### config.mk
export PLATFORM = sky130hd
export DESIGN_NAME = serial_add_ctrl
export DESIGN_NICKNAME = d
export VERILOG_FILES = /design/src/rtl/serial_add_ctrl.sv
export SDC_FILE = /design/constraint.sdc
export NUM_CORES = 1
export LEC_CHECK = 0
export CAP_MARGIN = 20
export CORE_ASPECT_RATIO = 1.1
export CORE_MARGIN = 2
export CORE_UTILIZATION = 52
export CTS_CLUSTER_SIZE = 14
export DETAILED_ROUTE_END_ITERATION = 10
export GPL_TIMING_DRIVEN = 1
export PLACE_DENSITY = 0.83
export SETUP_SLACK_MARGIN = 0.2
export SYNTH_ARGS = -nofsm -noshare
export SYNTH_HDL_FRONTEND = slang
export SYNTH_SLANG_ARGS = --single-unit
export TNS_END_PERCENT = 20
### constraint.sdc
create_clock -name clk -period 4.2 [get_ports clk]
set_input_delay 0.42 -clock clk [delete_from_list [all_inputs] [get_ports clk]]
set_output_delay 0.42 -clock clk [all_outputs]
set_load 0.02 [all_outputs]
### src/rtl/serial_add_ctrl.sv
// Bit-serial adder controller driving one external full adder.
// Processes operands LSB first, one bit per clock, WIDTH cycles per add.
module serial_add_ctrl #(
  parameter int WIDTH = 8
) (
  input  logic             clk,
  input  logic             rst_n,
  input  logic             start,
  input  logic             abort,
  input  logic [WIDTH-1:0] op_a,
  input  logic [WIDTH-1:0] op_b,
  input  logic             op_cin,
  output logic             fa_x,
  output logic             fa_y,
  output logic             fa_cin,
  input  logic             fa_sum,
  input  logic             fa_cout,
  output logic             busy,
  output logic             done,
  output logic [WIDTH-1:0] sum,
  output logic             cout
);

  localparam int IW = $clog2(WIDTH);
  localparam logic [IW-1:0] LAST = IW'(WIDTH - 1);

  typedef enum logic [1:0] {
    S_IDLE = 2'd0,
    S_RUN  = 2'd1,
    S_DONE = 2'd2
  } state_t;

  state_t          state;
  logic [WIDTH-1:0] a_reg;
  logic [WIDTH-1:0] b_reg;
  logic             carry_reg;
  logic [IW-1:0]    idx;

  // Full-adder drive is gated by the registered busy flag.
  assign fa_x   = busy & a_reg[idx];
  assign fa_y   = busy & b_reg[idx];
  assign fa_cin = busy & carry_reg;

  always_ff @(posedge clk or negedge rst_n) begin
    if (!rst_n) begin
      state     <= S_IDLE;
      a_reg     <= '0;
      b_reg     <= '0;
      carry_reg <= 1'b0;
      idx       <= '0;
      sum       <= '0;
      cout      <= 1'b0;
      busy      <= 1'b0;
      done      <= 1'b0;
    end else begin
      unique case (state)
        S_IDLE: begin
          if (start) begin
            a_reg     <= op_a;
            b_reg     <= op_b;
            carry_reg <= op_cin;
            idx       <= '0;
            state     <= S_RUN;
            busy      <= 1'b1;
          end
        end
        S_RUN: begin
          if (abort) begin
            state <= S_IDLE;
            busy  <= 1'b0;
            idx   <= '0;
          end else begin
            sum[idx]  <= fa_sum;
            carry_reg <= fa_cout;
            if (idx == LAST) begin
              cout  <= fa_cout;
              idx   <= '0;
              state <= S_DONE;
              busy  <= 1'b0;
              done  <= 1'b1;
            end else begin
              idx <= idx + 1'b1;
            end
          end
        end
        S_DONE: begin
          state <= S_IDLE;
          done  <= 1'b0;
        end
        default: begin
          state <= S_IDLE;
          busy  <= 1'b0;
          done  <= 1'b0;
        end
      endcase
    end
  end

endmodule

Word-level counts from Yosys, hierarchy flattened
Cells that the tools add are included.
- register bits: 33
- input port bits: 23
- output and inout bits: 14
- logic and storage cells: 61
- $add $sub $neg: 1
- order comparisons: 2
- eq/ne operators: 7
- muxes and demuxes: 25
- bitwise gates (word level): 6
- reductions and logical operators: 11
- operators with widths (operator ; number):
    AND reduction 3 bit ; 4
    2-to-1 mux 1 bit ; 10
    2-to-1 mux 3 bit ; 3
    bitwise mux 8 bit ; 1
    AND reduction 2 bit ; 4
    binary-select mux 1 bit (select 3 bit) ; 2
    2-to-1 mux 2 bit ; 3
    inequality test 2 bit, second input constant ; 3
    case mux 3 bit (2 select lines) ; 1
    < comparator 3 x 4 -> 1 bit, second input constant ; 1
    case mux 1 bit (2 select lines) ; 2
    case mux 2 bit (2 select lines) ; 1
    adder 3 x 1 -> 3 bit, second input constant ; 1
    bitwise AND 1 bit ; 3
    demux 1 bit (select 3 bit) ; 1
    == test 3 bit, second input constant ; 1
    >= comparator 3 x 1 -> 1 bit, second input constant ; 1
    inequality test 3 bit, second input constant ; 1
    NOT 1 bit ; 3
    case mux 1 bit (3 select lines) ; 1
    == test 2 x 1 -> 1 bit, second input constant ; 1
    == test 2 bit, second input constant ; 1
    logical NOT 2 bit ; 1
    nonzero test 2 bit ; 1
    logical AND 1 bit ; 1

Longest topological paths before layout
- depth in word-level cells: 5
- gate-level depth with buffers: 5
- gate-level depth less buffers: 4

Worst setup path before layout
OpenSTA, ideal clock, no wires.
- path kind: reg-to-output
- start: register idx[1]
- end: output fa_x
- arrival: 1349 ps
- data required time: 3780 ps
- setup slack: 2431 ps
- cell stages (with the launch flop): 5
- buffers on the path: 1
- path through: dfrtp_1 > buf_2 > mux4_2 > nand2_1 > a21boi_0
- longest elaborated chain between the ends: 3
- ends and longest elaborated chain (what ; line ; text):
    start, declared ; 37 ; logic [IW-1:0] idx;
    start signal, assigned ; 82 ; idx <= idx + 1'b1;
    binary-select mux 1 bit (select 3 bit) ; 40 ; assign fa_x = busy & a_reg[idx];
    2-to-1 mux 1 bit (not written as such) ; 40 ;
    bitwise AND 1 bit ; 40 ;
    end, declared ; 13 ; output logic fa_x,
Every way passes these cells. The select of a mux whose other input is x is not followed.

Worst setup path in the final report
- start: register idx[0]
- end: output fa_x
The elaborated chain is that of the path after synthesis.

==> results.md <==
- Total core area: 2800 sq um
- Post-Syn Area: 1550 sq um
- Row count: 20
- Die ar.: 3430 sq um
- Final period utilization: a little under two thirds
- Synth Register Bits: 33
- R2R Path Start: idx[0]$_DFFE_PN0P_
- Initial antenna violation count: 0
- Clk buf depth: 2
- Yosys warns: 0
- Post-Route WL: 2770 um
- Via count: between 1,000 and 1,500
- Peak supply drop: 255 uV
- Final core utilization: between 70% and 80%
- I/O Buffers: 36
- Fmax achieved: between 300 and 400 MHz
- DR pass1 iterations: 4
- Post-synthesis net count: 142
- Slew headroom: roughly 70%
- H-Tree Depth: 2
- Critical Path RT: 3.78 ns
- Crit path to: fa_x
- NumNets Final: 181
- Pwr/cell area: about 420 nW/um^2
- R2R Setup Slk: 2.63 ns
- Grt total ovfl: 0
- TritonCTS clock tree: built
- Share of cells above drive strength 1: between 20 and 25%
- Register area share after synthesis: a little over half
- Final Setup Violations: 0
- Status: finished clean
- Vias per cell: 5.50
- All-Layer GR Usage: 18.9%
- Startpoint Class: flop
- Total power draw: 0.000828 W
- Placer Congestion: 0.792
- Clock Skew: 0.00754 ns
- Diodes inserted: 0
- Reg2reg end: cout$_DFFE_PN0P_
- Hold Path Class: in2async
- Setup TNS: 0 ns
- Synth Area in Compound Gates: 7.11%
- Remaining DRCs: 0
- Post-Synthesis Cells: 116
- Synth Area in Adders: 2.43%
- Tmin final: 2.66 ns
- DPL Wire Length: 2080 um
- MaxCap Viol Count: 0
- FF-to-FF path depth: 4
- Worst slew pin tran: 0.458 ns
- Pin count of the biggest net entering global routing: 34
- Slew Limit Fails: 0
- Synth Area in Simple Gates: 11.1%
- Nature of the critical path endpoint: primary output
- Clock sinks: 33
- Post_cts resized: 0
- CTS Hold Bufs: 0
- Global-route wire length before repair: 4800 um
- CTS root buf: clkbuf_4
- Clock buffer count from CTS: 5
- Setup bufs post-CTS: 0
- Kind of critical path: reg2out
- CP Max Fanout: 14
- Netlist cell types: 33
- Die W: 56.0 um
- ANT nets after route: 0
- Top cells by area, synth: dfrtp_1 53%, mux2_2 17%, mux4_2 2.9%, ha_1 2.4%, mux2i_1 1.9%
- Commonest non-fill, non-tap cell in the layout: clkdlybuf4s50_1
- Die height: 61.2 um
- Filler cell count: ~210
- Highest-count cells in the layout ignoring fill and taps: 36 x clkdlybuf4s50_1, 33 x dfrtp_1, 23 x mux2_2, 8 x nand2_1, 5 x clkbuf_4
- Unrepaired setup endpoints after global routing: no
- Dpl cells: 181
- Post-Layout Cell Count: 189
- Endpoints failing hold: 0
- Xor-xnor portion of the synthesized cell area: 0%
- Largest area contributor in the netlist: dfrtp_1
- Reg clk slew, reported paths: approximately 0.090 ns
- Worst Path Arrival: around 2.2 ns
- Num ports: 37
- Lkg Pwr: around 0.83 nW
- Synth top area share: 53.4%
- DRT iter0 DRCs: 14
- Vias in the first global route: 1,055
- Worst skew pair latency: 0.33 ns
- Post-Syn Area per Cell: 13.3 sq um
- Main combinational cell family by area after synthesis: multiplexers
- Drt wl/cell: 14.6 um
- CP startpoint: idx[0]$_DFFE_PN0P_
- Starting Density: 55.2%
- Proportion of synthesized area in mux cells: 23.0%
- Area Growth Syn to Fin: 27.9%
## power breakdown
group / internal [W] / switching (W) / leakage (nW)
Sequential: 0.000377 / 0.0000459 / 0.405
Combinational: 0.000145 / 0.0000966 / 0.400
Clock: 0.0000666 / 0.0000961 / 0.0265
## metal layers
| layer | vias up | GRT usage (%) | part of all wire [%] |
|---|---|---|---|
| li1 | 497 | - | - |
| met1 | 502 | 22.2 | 39 |
| met2 | 32 | 32.4 | 53 |
| met3 | 8 | 5.25 | 5.4 |
| met4 | 0 | 10.2 | 2.0 |
| met5 | - | 0 | 0 |
## critical path, stage by stage, from the launching register on
cell and delay, ns:
dfrtp_1 0.63, mux4_2 0.55, nand2_1 0.08, a21boi_0 0.09, clkdlybuf4s50_1 0.55
## layout make-up
class	instances	area, sq um	share of cell area, %
repair buffers	38	375	19.0
well taps	33	41.3	2.09
flip-flops and latches	33	826	41.7
multi-input cells	75	681	34.4
inverters	2	7.51	0.379
clock buffers	8	48.8	2.47
## synthesized netlist by cell type
cell,count
a21oi_1,1
and2_1,1
o21bai_1,2
mux2i_1,3
inv_1,2
o22ai_1,1
a21boi_0,2
mux2_2,23
nand2_1,8
nor2_1,4
a22o_1,2
o31ai_1,1
nand2b_1,1
or3b_1,1
buf_6,1
nor4b_4,1
nor4b_1,1
a211oi_1,1
nor2b_1,2
nor3b_1,2
mux2_1,2
o32a_1,1
buf_4,1
ha_1,3
buf_2,4
nand3_1,4
dfrtp_1,33
nor3b_4,1
o31a_1,1
a21o_1,1
nand4_1,1
mux4_2,2
o21ai_0,2
## worst min path at each step
stage	to	slack [ns]
after global routing	sum[7]$_DFFE_PN0P_	0.52
after floorplan	a_reg[0]$_DFFE_PN0P_	0.12
final	state[1]$_DFFE_PN0P_	0.48
after detailed placement	sum[7]$_DFFE_PN0P_	0.49
after global placement	sum[7]$_DFFE_PN0P_	0.47
after CTS	done$_DFFE_PN0P_	0.49
## kinds of logic after synthesis
family | count (synthesis)
mux | 30
buf+inv | 8
simple gates | 27
compound gates | 15
flops | 33
fa+ha+maj | 3
## through the flow
step / hold slack [ns] / area (sq um) / setup slack (ns)
2_1_floorplan: 0.124 / 1550 / 2.43
5_1_grt: 0.517 / 1980 / 1.39
4_1_cts: 0.487 / 1980 / 1.51
3_5_place_dp: 0.486 / 1930 / 1.91
6_report: 0.484 / 1980 / 1.54
3_3_place_gp: 0.474 / 1930 / 1.93
Power figures use the tool's default switching activity.
